**src/rtl/alu_74181_nibble_seq.sv**
```systemverilog
// Drives one shared 74181 slice across a WIDTH-bit operation, one nibble per clock, LSB first.
// The slice carry is chained between nibbles; result, carry and A=B are assembled and held.
`timescale 1ns/1ps
module alu_74181_nibble_seq #(
  parameter int WIDTH = 16
) (
  input  logic             clk,
  input  logic             rst_i,
  input  logic             start_i,
  input  logic [3:0]       sel_i,
  input  logic             mode_i,
  input  logic             carry_i,
  input  logic [WIDTH-1:0] a_i,
  input  logic [WIDTH-1:0] b_i,
  output logic             busy_o,
  output logic             done_o,
  output logic [WIDTH-1:0] result_o,
  output logic             carry_o,
  output logic             aeqb_o,
  output logic [3:0]       alu_S_o,
  output logic             alu_M_o,
  output logic             alu_carry_o,
  output logic [3:0]       alu_A_o,
  output logic [3:0]       alu_B_o,
  input  logic [3:0]       alu_F_i,
  input  logic             alu_carry_i,
  input  logic             alu_aeqb_i
);

  localparam int NIB = WIDTH / 4;
  localparam int IW  = $clog2(NIB) + 1;
  localparam logic [IW-1:0] LAST = IW'(NIB - 1);

  localparam logic [1:0] IDLE = 2'd0;
  localparam logic [1:0] RUN  = 2'd1;
  localparam logic [1:0] DONE = 2'd2;

  generate
    if ((WIDTH % 4) != 0 || WIDTH < 4) begin : g_bad_width
      $error("alu_74181_nibble_seq: WIDTH must be a multiple of 4 and at least 4");
    end
  endgenerate

  logic [1:0]       state;
  logic [IW-1:0]    idx;
  logic [3:0]       sel_reg;
  logic             mode_reg;
  logic             carry_run;
  logic [WIDTH-1:0] a_reg;
  logic [WIDTH-1:0] b_reg;
  logic [WIDTH-1:0] acc;
  logic [WIDTH-1:0] acc_next;
  logic             aeqb_acc;
  logic             aeqb_next;

  assign busy_o = (state != IDLE);
  assign done_o = (state == DONE);

  // Slice inputs are forced to zero outside RUN so the shared slice sees a quiet bus.
  always_comb begin
    alu_S_o     = 4'd0;
    alu_M_o     = 1'b0;
    alu_carry_o = 1'b0;
    alu_A_o     = 4'd0;
    alu_B_o     = 4'd0;
    if (state == RUN) begin
      alu_S_o     = sel_reg;
      alu_M_o     = mode_reg;
      alu_carry_o = carry_run;
      alu_A_o     = a_reg[4*int'(idx) +: 4];
      alu_B_o     = b_reg[4*int'(idx) +: 4];
    end
  end

  always_comb begin
    acc_next = acc;
    acc_next[4*int'(idx) +: 4] = alu_F_i;
    aeqb_next = aeqb_acc & alu_aeqb_i;
  end

  always_ff @(posedge clk or posedge rst_i) begin
    if (rst_i) begin
      state     <= IDLE;
      idx       <= '0;
      sel_reg   <= 4'd0;
      mode_reg  <= 1'b0;
      carry_run <= 1'b0;
      a_reg     <= '0;
      b_reg     <= '0;
      acc       <= '0;
      aeqb_acc  <= 1'b0;
      result_o  <= '0;
      carry_o   <= 1'b0;
      aeqb_o    <= 1'b0;
    end else begin
      case (state)
        IDLE: begin
          if (start_i) begin
            sel_reg   <= sel_i;
            mode_reg  <= mode_i;
            carry_run <= carry_i;
            a_reg     <= a_i;
            b_reg     <= b_i;
            acc       <= '0;
            aeqb_acc  <= 1'b1;
            idx       <= '0;
            state     <= RUN;
          end
        end
        RUN: begin
          acc       <= acc_next;
          carry_run <= alu_carry_i;
          aeqb_acc  <= aeqb_next;
          // Published outputs change only on the edge that enters DONE.
          if (idx == LAST) begin
            result_o <= acc_next;
            carry_o  <= alu_carry_i;
            aeqb_o   <= aeqb_next;
            state    <= DONE;
          end else begin
            idx <= idx + 1'b1;
          end
        end
        DONE:    state <= IDLE;
        default: state <= IDLE;
      endcase
    end
  end

endmodule

```
**config.mk**
```make
export PLATFORM = sky130hd
export DESIGN_NAME = alu_74181_nibble_seq
export DESIGN_NICKNAME = d
export VERILOG_FILES = /design/src/rtl/alu_74181_nibble_seq.sv
export SDC_FILE = /design/constraint.sdc
export NUM_CORES = 1
export LEC_CHECK = 0
export ABC_AREA = 0
export CAP_MARGIN = 20
export CORE_MARGIN = 2
export CORE_UTILIZATION = 30
export DETAILED_ROUTE_END_ITERATION = 16
export GPL_TIMING_DRIVEN = 0
export SYNTH_ARGS = -nofsm -noshare
export SYNTH_HDL_FRONTEND = slang
export SYNTH_SLANG_ARGS = --single-unit
export TNS_END_PERCENT = 1
```
**constraint.sdc**
```tcl
create_clock -name clk -period 3.1 [get_ports clk]
set_input_delay 0.465 -clock clk [delete_from_list [all_inputs] [get_ports clk]]
set_output_delay 0.465 -clock clk [all_outputs]
set_load 0.005 [all_outputs]
```
==> results of run 1 <==
-- worst paths after layout --
kind	cells after the start	endpoint	from
min in group asynchronous	2	result_o[11]	rst_i
min	2	mode_reg	mode_reg
max	4	alu_B_o[2]	idx[0]
max reg2reg	7	acc[3]	idx[0]
max in group asynchronous	3	a_reg[7]	rst_i
min reg2reg	2	mode_reg	mode_reg
-- cell type report --
type                            instances  area [sq um]  share of cell area
Tap cell                              143           179              0.0372
Buffer                                 19          90.1              0.0187
Clock buffer                           15           288              0.0598
Timing Repair Buffer                   81           828               0.172
Multi-Input combinational cell        252          1450               0.302
Sequential cell                        78          1950               0.406
Inverter                                6          25.0             0.00520
-- cell usage in the layout (no fill, tap or decap), drive strengths merged, types with 4 or more instances in the layout --
cell	count
clkbuf	21
a31oi	5
nand2	133
nand3	14
nor2	7
ha	6
and2	6
a32oi	4
a22o	4
o21ai	25
mux4	8
a32o	4
a22oi	9
buf	14
inv	6
clkdlybuf4s50	80
and3	9
dfrtp	78
-- stage by stage --
stage	instances	setup TNS (ns)	setup slack (ns)	utilization	power [W]
2_1_floorplan	355	0	0.640	-	0.00288
3_3_place_gp	578	-45.61	-0.590	0.394	0.00371
3_5_place_dp	579	0	0.419	0.396	0.00378
4_1_cts	594	0	0.246	0.422	0.00481
5_1_grt	594	0	0.155	0.422	0.00514
6_report	594	0	0.281	0.422	0.00474
-- where the power goes --
group          switching (W)  total [W]  internal, W
logic               0.000987    0.00201      0.00102
clock network       0.000390    0.00102     0.000626
registers           0.000258    0.00172      0.00146
-- logic make-up (layout without fill, tap and decap cells) --
kind of cell / count (synthesis) / in the layout / share of synthesized area
AOI/OAI and AO/OA: 53 / 53 / 0.100
and+or+nand+nor: 183 / 183 / 0.234
buffers and inverters: 25 / 121 / 0.0320
DFF: 78 / 78 / 0.555
muxes: 10 / 10 / 0.0576
adders and majority gates: 6 / 6 / 0.0214
-- metal layers --
layer,part of all wire,up-vias,track usage
met3,0.053,14,0.0351
li1,-,1398,-
met2,0.47,69,0.238
met4,0.019,0,0.0553
met1,0.46,1350,0.201
met5,0,-,0
-- worst max-delay path, stage by stage (launching register included) --
cell and delay, ns:
dfrtp_1 0.55, buf_4 0.29, mux4_2 0.51, and3_1 0.20, clkdlybuf4s50_1 0.45
-- cell usage after synthesis (all sizes together) --
cell type and number:
a22oi 9, buf 13, o21ai 25, a32o 4
a22o 4, and2 6, clkbuf 6, and4 1
mux2 2, or4b 1, a31oi 5, nand3b 1
ha 6, dfrtp 78, nor4b 1, inv 6
and3 9, nor2b 2, or3b 1, mux4 8
o22a 1, nor3b 2, nor2 7, nand2b 1
and4b 2, nand3 14, a32oi 4, or2 2
o32ai 1, nand2 133
==> impl_metrics.env, run 1 <==
export IMPL_outcome="complete, no violations"
export IMPL_netlist_area_leader_share=0.555
export IMPL_via_per_inst=4.77
export IMPL_num_vias=2831
export IMPL_die_w_um=112
export IMPL_syn_nets=408
export IMPL_synth_seq_cells=78
export IMPL_p_leak_nw=2.21
export IMPL_track_usage=0.150
export IMPL_ys_types=34
export IMPL_place_congestion=0.760
export IMPL_drtPass1Iterations=4
export IMPL_syn_inst=355
export IMPL_whs_ns=0.465
export IMPL_clk_latency_ns=0.34
export IMPL_endpoint_kind="output port"
export IMPL_grt_max_degree=46
export IMPL_antenna_found_initial=0
export IMPL_cts_htree_levels=3
export IMPL_hold_violations=0
export IMPL_vdd_drop_max_mv=0.331
export IMPL_post_cts_resized=0
export IMPL_grt_pass1_wl_mm=14.8
export IMPL_avgRoutedWirePerCell_um=14.9
export IMPL_grt_pass1_vias=2951
export IMPL_antenna_left=0
export IMPL_netlist_area_sq_um=3520
export IMPL_syn2layout_area_growth_pct=36.9
export IMPL_port_buffers=80
export IMPL_rsz0062_at_grt="false"
export IMPL_diodes=0
export IMPL_io_pins=81
export IMPL_tightest_slew_ns=0.546
export IMPL_skew_ns=0.00444
export IMPL_die_y_um=112
export IMPL_hold_buffers=0
export IMPL_setup_viol=0
export IMPL_hold_path_class="flop to flop"
export IMPL_initial_utilization=0.308
export IMPL_nets=500
export IMPL_design_core_area_sq_um=11400
export IMPL_rows=39
export IMPL_max_freq_mhz=355
export IMPL_yosys_warnings=0
export IMPL_crit_path_start_kind="flop"
export IMPL_drc_errors=0
export IMPL_drv_cap=0
export IMPL_root_buffer="clkbuf_16"
export IMPL_gr_total_overflow=0
export IMPL_worst_setup_path_type="flop to output port"
export IMPL_regToRegSetupSlack_ns=0.43
export IMPL_yosysSeqAreaShare=0.555
export IMPL_fin_area_sq_um=4810
export IMPL_relSlewSlack=0.635
export IMPL_synth_avg_cell_area_sq_um=9.90
export IMPL_synth_area_leaders="dfrtp_1 (56%), nand2_1 (14%), mux4_2 (5.1%), o21ai_0 (3.3%), ha_1 (2.1%)"
export IMPL_dp_hpwl_mm=6.53
export IMPL_fillCellCount=1162
export IMPL_dieArea_sq_um=12600
export IMPL_cts_tree="done"
export IMPL_drive_gt1_frac=0.0976
export IMPL_drtIter0Drc=157
export IMPL_cts_buffers=9
export IMPL_slew_viol_final=0
export IMPL_clkTransAtPathRegs_ns=0.06
export IMPL_post_cts_buffers=0
export IMPL_arrival_ns=2.35
export IMPL_required_ns=2.63
export IMPL_cts_path_max_buffers=2
export IMPL_cts_sinks=78
export IMPL_placed_area_sq_um=4530
export IMPL_synth_top_area_cell="dfrtp_1"
export IMPL_final_min_clock_period_ns=2.82
export IMPL_cp_max_fo=10
export IMPL_fin_crit_sh=0.910
export IMPL_routed_wl_mm=8.88
export IMPL_cellPowerDensity_nw_per_um2=985
Power figures use the tool's default switching activity.
==> inputs of run 2 (changes only) <==
--- a/config.mk
+++ b/config.mk
@@ -11,6 +11,7 @@
 export CORE_UTILIZATION = 30
 export DETAILED_ROUTE_END_ITERATION = 16
 export GPL_TIMING_DRIVEN = 0
+export HOLD_SLACK_MARGIN = 0.06
 export SYNTH_ARGS = -nofsm -noshare
 export SYNTH_HDL_FRONTEND = slang
 export SYNTH_SLANG_ARGS = --single-unit
==> results of run 2 <==
Final layout, timing and power as in run 1 (identical DEF).
==> RTL change, RTL diff (flow settings as in run 1) <==
Make the reset (`rst_i`) synchronous in one clocked block.
--- a/src/rtl/alu_74181_nibble_seq.sv
+++ b/src/rtl/alu_74181_nibble_seq.sv
@@ -78,7 +78,7 @@
     aeqb_next = aeqb_acc & alu_aeqb_i;
   end
 
-  always_ff @(posedge clk or posedge rst_i) begin
+  always_ff @(posedge clk) begin
     if (rst_i) begin
       state     <= IDLE;
       idx       <= '0;
Check against the original RTL: differs if rst_i is asserted again (counterexample within 4 cycles, from zero or initial values and one cycle with rst_i high); with rst_i held inactive, the same outputs for 10 cycles.
==> RTL change against run 1 <==
  * First-iteration DRC count down 16%
  * Wire length up 6.3%
  * Register-to-register slack better by 0.10 ns
  * Highest routed layer unchanged
  * Fmax up 1.1%
  * Global-route usage up 0.44 points
  * Core utilization down 0.55 points
  * Die area down 0.24%
  * Via count up 11%
  * Synthesized area down 0.25%
  * Critical endpoint unchanged
  * Synthesized cell count up 13%
  * Final area down 1.3%
  * Sequential cell count unchanged
  * Setup slack better by 0.030 ns
Power is not compared: it rests on default switching activity, and its combinational part moved more than twofold at a synthesized area within 25%.
==> RTL change: results (changes against run 1) <==
CP peak stage delay=0.51 ns (-0.04 ns); DRT Pass-1 Iters=5 (+1); sequential-to-total area share from yosys stat=44.52% (-11 points); hold_sp=b_reg[6]$_SDFFE_PP0P_; layout cells sized above 1=8.907% (-0.85 points); Slew @ Worst Pin=0.6774 ns (+0.1309 ns); total power=between 0.002 and 0.0025 W; reg2reg end=result_o[10]$_SDFFE_PP0P_; Post-synth top cells=nand2_1 (86), dfxtp_1 (78), a21oi_1 (50), nor2_1 (20), buf_2 (15); Top FF cell, synth=dfxtp_1; WHS Endpoint=b_reg[6]$_SDFFE_PP0P_; vias in the first global route=3131 (+6.1%); Clock buffer cells=10 (-5); Layout Nets=542 (+8.4%); input/output buffers=76 (-5.0%); Layout Utilization=41.61% (-0.55 points); pre-CTS WS=0.2809 ns (-0.1384 ns); DP Area=4447 um2 (-1.7%); Final Skew=0.007303 ns (+0.002865 ns); data arrival time of the critical path=2.32 ns (-0.03 ns); DR vias/cell=4.942 (+3.7%); hold slack=0.4518 ns (-0.01304 ns); CP max-delay cell=clkdlybuf4s50_1; Synth Area in Compound Gates=17.37% (+7.4 points); synth top area cells=dfxtp_1 (45%), nand2_1 (9.2%), a21oi_1 (7.1%), mux4_1 (6.0%), a221oi_1 (2.2%); DR iter-0 viols=132 (-16%); Non-Clock Buffer Area Fraction=19.57% (+0.49 points); hpwl dp=7023 um (+7.6%); FF-to-FF Start=idx[1]$_SDFFE_PP0P_; Inverters=10 (+4); count of mapped cells out of synthesis=402 (+13%); status=finished clean; CP Launch Point=state[0]$_SDFFE_PP0P_; Synth Net Count=455 (+12%); Seq/total area=32.87% (-7.7 points); synth unique cells=44 (+29%); Multi-input gate area=1744 um2 (+20%); r2r worst-path depth=8 (+1); Fillers=1176 (+1.2%); placed cell count=621 (+7.3%); Async SR Flop Fraction=0% (-100 points); largest net degree at the start of global routing=15 (-67%); Routed WL per cell=14.81 um (-0.90%)
-- RTL change: cell types whose count changed in the layout (fill, tap and decap cells not counted), sizes merged, moves of 5 or more --
cell            run 1  this run
dfrtp              78         0
dfxtp               0        78
a21oi               0        50
nand2             133        86
o21ai              25         5
nor2                7        20
a221oi              0         9
a22oi               9         0
nand2b              1        10
nor3                0         9
o2bb2ai             0         8
inv                 6        12
buf                14        19
-- RTL change: timing repair --
action / CTS / global route
setup buffers: 0 / 0
resized for setup: 0 / 5
setup endpoints to repair: 0 / 12
-- RTL change: cell families after synthesis --
family | after synthesis
buf+inv | 44
simple gates | 171
flops | 78
mux | 8
fa+ha+maj | 6
compound gates | 95
-- RTL change: per-layer routing --
metal | GRT usage [%] | vias to the layer above | share of wire [%] | routed length, um
li1 | - | 1602 | - | -
met5 | 0 | - | 0 | 0
met2 | 25.06 | 94 | 46 | 4373
met3 | 3.348 | 8 | 5.1 | 486
met4 | 5.041 | 0 | 0.70 | 66
met1 | 20.49 | 1444 | 48 | 4511
